`src/rtl/p2s_pkg.sv`:
```
// p2s_pkg: definitions shared by the parallel-to-serial transmitter (p2s)
// and the serial-to-parallel receiver (s2p) of the stream conversion path.
//   state_t : converter state, COLLECT (taking bits) / PEND (word parked)
//   DEF_W   : default word width in bits
package p2s_pkg;

  typedef enum logic {
    COLLECT = 1'b0,
    PEND    = 1'b1
  } state_t;

  localparam int DEF_W = 8;

endpackage

```
`src/rtl/s2p.sv`:
```
// s2p: serial-to-parallel converter. Collects an LSB-first bit stream over a
// valid/ready serial handshake and delivers N-bit words over a valid/ready
// parallel handshake. Double-buffered: while a finished word waits in the
// output register, the next word accumulates in the shift register.
// Ports:
//   clk, rstn            clock, asynchronous active-low reset
//   ser_valid/ser_data   serial bit in, first bit lands in par_data[0]
//   ser_ready            serial bit accepted when ser_valid && ser_ready
//   par_valid/par_data   output word
//   par_ready            word consumed when par_valid && par_ready
//   word_cnt             wrapping count of consumed words
module s2p
  import p2s_pkg::*;
#(
  parameter int N     = DEF_W,
  parameter int CNT_W = 16
) (
  input  logic             clk,
  input  logic             rstn,
  input  logic             ser_valid,
  input  logic             ser_data,
  output logic             ser_ready,
  output logic             par_valid,
  output logic [N-1:0]     par_data,
  input  logic             par_ready,
  output logic [CNT_W-1:0] word_cnt
);

  localparam int N_BITS = $clog2(N);
  localparam logic [N_BITS-1:0] LAST_BIT = N_BITS'(N - 1);

  state_t             r_state;
  state_t             w_state_nxt;
  logic [N-1:0]       r_sr;
  logic [N_BITS-1:0]  r_bit_cnt;
  logic [N-1:0]       r_out;
  logic               r_out_valid;
  logic [CNT_W-1:0]   r_word_cnt;

  logic               w_ser_acc;
  logic               w_par_hs;
  logic               w_last;
  logic               w_load_out;
  logic [N-1:0]       w_word;

  // ser_ready decodes only the registered state, so no combinational path
  // from par_ready or ser_valid reaches it.
  assign ser_ready  = (r_state == COLLECT);
  assign w_ser_acc  = ser_valid && ser_ready;
  assign w_par_hs   = r_out_valid && par_ready;
  assign w_last     = (r_bit_cnt == LAST_BIT);
  assign w_word     = {ser_data, r_sr[N-1:1]};
  // A completed word goes straight to the output when the output register
  // is empty or being emptied at this same edge.
  assign w_load_out = w_ser_acc && w_last && (!r_out_valid || w_par_hs);

  assign par_valid = r_out_valid;
  assign par_data  = r_out;
  assign word_cnt  = r_word_cnt;

  // State register.
  always_ff @(posedge clk or negedge rstn) begin
    if (!rstn) begin
      r_state <= COLLECT;
    end else begin
      r_state <= w_state_nxt;
    end
  end

  // Next-state logic: park a finished word when the output is still busy.
  always_comb begin
    w_state_nxt = r_state;
    case (r_state)
      COLLECT: begin
        if (w_ser_acc && w_last && !w_load_out) begin
          w_state_nxt = PEND;
        end else begin
          w_state_nxt = COLLECT;
        end
      end
      PEND: begin
        if (w_par_hs) begin
          w_state_nxt = COLLECT;
        end else begin
          w_state_nxt = PEND;
        end
      end
      default: w_state_nxt = COLLECT;
    endcase
  end

  // Shift register and bit counter; a parked word simply stays in r_sr
  // because no bits are accepted in PEND.
  always_ff @(posedge clk or negedge rstn) begin
    if (!rstn) begin
      r_sr      <= {N{1'b0}};
      r_bit_cnt <= {N_BITS{1'b0}};
    end else if (w_ser_acc) begin
      r_sr <= w_word;
      if (w_last) begin
        r_bit_cnt <= {N_BITS{1'b0}};
      end else begin
        r_bit_cnt <= r_bit_cnt + N_BITS'(1);
      end
    end else begin
      r_sr      <= r_sr;
      r_bit_cnt <= r_bit_cnt;
    end
  end

  // Output register: load a fresh word, refill from the parked word, or
  // empty on a handshake with no replacement.
  always_ff @(posedge clk or negedge rstn) begin
    if (!rstn) begin
      r_out       <= {N{1'b0}};
      r_out_valid <= 1'b0;
    end else if (w_load_out) begin
      r_out       <= w_word;
      r_out_valid <= 1'b1;
    end else if ((r_state == PEND) && w_par_hs) begin
      r_out       <= r_sr;
      r_out_valid <= 1'b1;
    end else if (w_par_hs) begin
      r_out_valid <= 1'b0;
    end else begin
      r_out       <= r_out;
      r_out_valid <= r_out_valid;
    end
  end

  // Consumed-word counter, wraps modulo 2^CNT_W.
  always_ff @(posedge clk or negedge rstn) begin
    if (!rstn) begin
      r_word_cnt <= {CNT_W{1'b0}};
    end else if (w_par_hs) begin
      r_word_cnt <= r_word_cnt + CNT_W'(1);
    end else begin
      r_word_cnt <= r_word_cnt;
    end
  end

endmodule

```
`config.mk`:
```
export PLATFORM = sky130hd
export DESIGN_NAME = s2p
export DESIGN_NICKNAME = d
export VERILOG_FILES = /design/src/rtl/p2s_pkg.sv /design/src/rtl/s2p.sv
export SDC_FILE = /design/constraint.sdc
export NUM_CORES = 1
export LEC_CHECK = 0
export BUFFER_PORTS_ARGS = -buffer_cell sky130_fd_sc_hd__buf_2
export CAP_MARGIN = 0
export CORE_MARGIN = 4
export CORE_UTILIZATION = 40
export CTS_CLUSTER_DIAMETER = 30
export CTS_CLUSTER_SIZE = 20
export DETAILED_ROUTE_END_ITERATION = 10
export SLEW_MARGIN = 20
export SYNTH_ARGS = -nofsm -noshare
export SYNTH_HDL_FRONTEND = slang
export SYNTH_SLANG_ARGS = --single-unit
```
`constraint.sdc`:
```
create_clock -name clk -period 1.75 [get_ports clk]
set_clock_uncertainty 0.05 [all_clocks]
set_input_delay 0.2625 -clock clk [delete_from_list [all_inputs] [get_ports clk]]
set_output_delay 0.2625 -clock clk [all_outputs]
set_load 0.01 [all_outputs]
```
Word level (Yosys, flattened, before mapping)
Index checks and enable logic that the tools add are counted.
Storage, ports and cells
  register bits after elaboration: 37
  bits in latches: 0
  bits in writable memories: 0
  memory bits (read-only): 0
  input port bits: 5
  logic and storage cells: 30
  memories: 0
Cells by class
  add/sub/neg operators: 2
  multipliers: 0
  divide/modulo/power cells: 0
  order comparisons: 0
  equality and inequality tests: 1
  shift-type cells: 0
  muxes and demuxes: 9
  bitwise logic cells: 1
  reductions and logical operators: 11
Operator list (count)
  $add A16 B1 Y16 const B: 1
  $mux W8: 2
  $logic_and A1 B1 Y1: 6
  $mux W1: 5
  $add A3 B1 Y3 const B: 1
  $eq A3 B3 Y1 const B: 1
  $mux W3: 1
  $reduce_bool A3 Y1: 1
  $logic_not A1 Y1: 2
  $pmux W1 S2: 1
  $reduce_bool A2 Y1: 1
  $logic_or A1 B1 Y1: 1
  $not A1 Y1: 1

Depth between registers and ports, before layout
  word-level depth: 8
  gate-level depth with buffers: 5
  mapped depth without buffers: 5

Least setup slack after synthesis
OpenSTA, ideal clock, no wires.
  path kind: reg-to-reg
  start point: reg r_bit_cnt[0]
  end point: reg r_out[0], in the netlist par_data[0]
  arrival time: 1.321 ns
  required time: 1.582 ns
  setup slack: 0.261 ns
  cell stages (with the launch flop): 6
  buffers on the path: 0
  path through: dfrtp_1 > ha_1 > ha_1 > nor3b_4 > nor2_2 > a21o_1
On the way
  word-level cells in the longest chain between the ends: 4
  elaborated cells on any way between the ends: 5
  those cells by class: eq/ne (1); mux (1); reduce/logical (3)
Ends and longest elaborated chain
  start: declaration: RTL line s2p.sv:35  | logic [N_BITS-1:0] r_bit_cnt;
  start signal: assignment: RTL line s2p.sv:97  | r_bit_cnt <= {N_BITS{1'b0}};
  start signal: assignment: RTL line s2p.sv:101  | r_bit_cnt <= {N_BITS{1'b0}};
  start signal: assignment: RTL line s2p.sv:103  | r_bit_cnt <= r_bit_cnt + N_BITS'(1);
  $eq A3 B3 Y1 *: RTL line s2p.sv:51  | assign w_last = (r_bit_cnt == LAST_BIT);
  $logic_and A1 B1 Y1 * (2 in series): RTL line s2p.sv:55  | assign w_load_out = w_ser_acc && w_last && (!r_out_valid || w_par_hs);
  $mux W8 or $reduce_bool A2 Y1 (tied branches)
  end signal: assignment: RTL line s2p.sv:115  | r_out <= {N{1'b0}};
  end signal: assignment: RTL line s2p.sv:118  | r_out <= w_word;
  end signal: assignment: RTL line s2p.sv:121  | r_out <= r_sr;
  end: declaration: RTL line s2p.sv:36  | logic [N-1:0] r_out;
Every way passes the cells marked *; elsewhere a longest branch is shown, timed or not.
A chain may end at the register's enable or synchronous reset.

Worst setup path in the final report
  start point: reg r_bit_cnt[0]
  end point: reg r_out[4], in the netlist par_data[4]
The elaborated chain is that of the path after synthesis.

==> metrics list <==
- Post-layout worst setup margin: a little over 90 ps
- For this run, design rule violations remaining after detail routing come to 0.
* Global-route wire length before repair: between 5000 and 6000 um
- Std-Cell Rows: 22
- Data arrival, critical path: around 1800 ps
- For met2 alone, demand over resource in global routing was 20.7%.
- At the pin with the least slew margin, the transition time is roughly 460 ps.
- Largest area contributor in the netlist: dfrtp_1
- The tightest min-delay check is of the in -> reg type.
- Sink count of the clock tree: 37
- Max-cap violations in this run came to 0.
- The largest single stage delay on the critical path is between 300 and 400 ps.
- Entering global routing, the biggest net connects 38 pins.
* Worst hold margin: 189 ps
* Antenna viol nets, final: 0
- The count of buffers added on input and output ports is 30.
- Global routing used between 10% and 20% of the available tracks across all layers.
* Max Transition Viols Final: 0
* Dpl cell area: approximately 0.0018 sq mm
- TritonCTS built the clock tree.
- Antenna violations before repair: 0
- FF-to-FF setup slack: 90 ps
- Summed over all cells, the static leakage comes to between 1 and 1.5 nW.
* Time the worst path needs with I/O delays and setup: approximately 1700 ps
* Number of buffers added by the clock tree synthesis step: 5
- Latest clock arrival within the worst-skew pair: roughly 280 ps
* Max Buffers Root-to-Sink: 2
* Total nets after synthesis: between 100 and 150
- Dividing the detail-routed wire length by the instance count gives roughly 14 um.
* Half-perimeter wire length of the detailed placement result: between 2000 and 2500 um
- The first detailed-routing pass ran for 4 iterations.
- The final route contains between 1k and 1.5k vias.
- FF-to-FF Start: r_bit_cnt[0]$_DFFE_PN0P_
- Portion of synthesized cell area occupied by the leading cell type: 58.8%
- Peak Freq: roughly 600 MHz
* Mean cell area of the mapped netlist: roughly 13 sq um
* Number of instances in the placed design: 199
- Die height: slightly above 70 um
* Total congestion overflow after global routing: 0
* Launching element of the worst setup path: r_bit_cnt[0]$_DFFE_PN0P_
* Initial Util: 42.0%
- In this run the count of I/O pins placed on the die edge is 31.
* Fraction of registers with async set/reset: 100%
- The number of global-route vias before repair came to ~1.1k.
* Library cells used by synthesis: 24
- Clock-pin slew was measured on the worst setup and hold paths at around 70 ps.
- Once layout is complete, the utilization of the core stands at between 50% and 60%.
- Along the worst hold path, the cell count comes to 2.
* Via density: between 5 and 6
- Non-filler cells in the finished layout: about 210
- After the first detailed-routing iteration, the DRC count stood at 47.
- Cell at the slowest stage of the critical path: dfrtp_1
* Final net count: between 150 and 200
* CP Class: reg -> reg
- Counting flops with a built-in enable in the synthesized netlist gives 0.
* Startpoint kind of the worst setup timing path: register
- Routability-driven placement finished with a final weighted congestion of approximately 0.75.
- Proportion of layout cells with a drive suffix above 1: between 30% and 40%
- In this run the horizontal extent of the chip is about 71 um.
- H-Tree Level Count: 2
- In this run the most used layer during global routing was met2.
* Max rail drop VDD: 0.000467 V
- In the global route stage, met3 resource usage came out at around 4.7%.
- The worst path uses a little over nine tenths of the clock period.
* Critical Path, Cell by Cell: ha_1, ha_2, nor3b_4, buf_4, a22o_1, a21o_1
- After technology mapping, the gate count stands at 119.
* Critical Path Sink Type: register
- Startpoint of the most critical hold path: ser_data
* Area of the die: roughly 0.0050 sq mm
- Setup violations remaining at the end of the flow were counted as 0.
* Final design instance area without fill: 0.00195 sq mm
- After synthesis the netlist holds a flip-flop and latch count of 37.
- The number of antenna diodes in the final layout is 0.
* Sequential-to-total area share from yosys stat: between 50% and 60%
- For met1 alone, demand over resource in global routing was between 10% and 20%.
* Root buf cell: clkbuf_8
- Max-slew headroom at the worst pin: between 60% and 70%
* P per Cell Area: 788 mW/mm^2
* Total Power Consumption: about 1.5 mW
- Number of synthesis warnings: 0
- Unrepaired setup endpoints after global routing: false
- Setup total negative slack: 0 ps
- Summed over all layers, the routed wires come to about 2900 um.
- Number of hold violations in the final report: 0
- Layout overhead on the synthesized area: 23.7%
- Worst setup slack after placement: 44.7 ps
* Outcome: complete, no violations
- At the worst endpoint, the required time is 1880 ps.
- Counting the fill cells in the layout gives 367.
* Most area-consuming cells after synthesis: dfrtp_1, mux2_2, xnor2_1
- Most instantiated flip-flop cell in the synthesis netlist: dfrtp_1
- Synthesized area: 0.00157 sq mm
- CP max FO: 6
- Counting cells, the worst reg-to-reg path comes to 6.
- The core region is ~0.0037 sq mm.
where the power goes:
part | total [mW] | leakage [nW] | switching (mW) | internal (mW)
registers | 0.859 | 0.503 | 0.00193 | 0.857
logic | 0.0282 | 0.523 | 0.0201 | 0.00806
clock network | 0.647 | 0.0542 | 0.291 | 0.356
worst max-delay path: cells and delay by family (launching register included):
kind,cells,cell delay (ps)
AO/OA/AOI/OAI,2,380
adder cells (fa/ha/maj),2,400
buffers and inverters,1,150
flip-flops,1,390
AND/OR/NAND/NOR,1,170
synthesized netlist by cell type (2+ instances only):
library cell and n:
and4_1 3, ha_1 3, nand4_1 4, a21o_1 10
xnor2_1 14, dfrtp_1 37, and2_1 2, nor2_1 2
nand3_1 5, nand2_1 7, mux2_2 11, a22o_1 8
inv_1 2
path summary, 6_finish.rpt:
path | endpoint
hold / removal | r_sr[7]$_DFFE_PN0P_
max in group asynchronous | r_sr[6]$_DFFE_PN0P_
setup reg to reg | par_data[4]$_DFFE_PN0P_
setup / recovery | par_data[4]$_DFFE_PN0P_
hold reg to reg | par_data[2]$_DFFE_PN0P_
min in group asynchronous | par_data[2]$_DFFE_PN0P_
cells in the final DEF, fill, tap and decap left out, types with 2 or more instances in the layout:
cell | Yosys | final
a21o_1 | 10 | 10
a22o_1 | 8 | 8
and2_1 | 2 | 2
and4_1 | 3 | 3
buf_2 | 1 | 30
buf_4 | 0 | 6
clkbuf_8 | 0 | 7
dfrtp_1 | 37 | 37
ha_1 | 3 | 2
inv_1 | 2 | 2
mux2_2 | 11 | 11
nand2_1 | 7 | 7
nand3_1 | 5 | 5
nand4_1 | 4 | 4
nor2_2 | 1 | 2
xnor2_1 | 14 | 14
registers in the layout (all words and copies together), names as in the netlist:
| signal | flops |
|---|---|
| word_cnt | 16 |
| r_state | 1 |
| r_sr | 8 |
| par_valid | 1 |
| r_bit_cnt | 3 |
| par_data | 8 |
layout make-up:
type / count / area (sq um) / share of cell area, %
multi-input cells: 79 / 647 / 33.2
clock inverters: 1 / 5.00 / 0.257
well taps: 48 / 60.1 / 3.08
clock buffers: 7 / 96.3 / 4.95
flip-flops and latches: 37 / 926 / 47.6
inverters: 2 / 7.51 / 0.386
repair buffers: 37 / 205 / 10.5
repair_timing:
action	in CTS	in global routing
hold buffers	1	0
gates resized for setup	0	3
endpoints found under the setup margin	0	11
buffers inserted	0	3
hold endpoints to repair	37	0
cell families after synthesis:
logic type	after synthesis	synth area share (%)
flops	37	58.8
simple gates	31	12.2
compound gates	19	9.54
xor+xnor	15	8.35
mux	11	7.87
buf+inv	3	0.795
fa+ha+maj	3	2.38
per-layer routing:
layer,share of wire [%],vias up
li1,-,511
met1,45,521
met2,48,24
met3,5.9,5
met4,1.0,0
met5,0,-
Note: power is estimated with default switching activity, not from simulation.
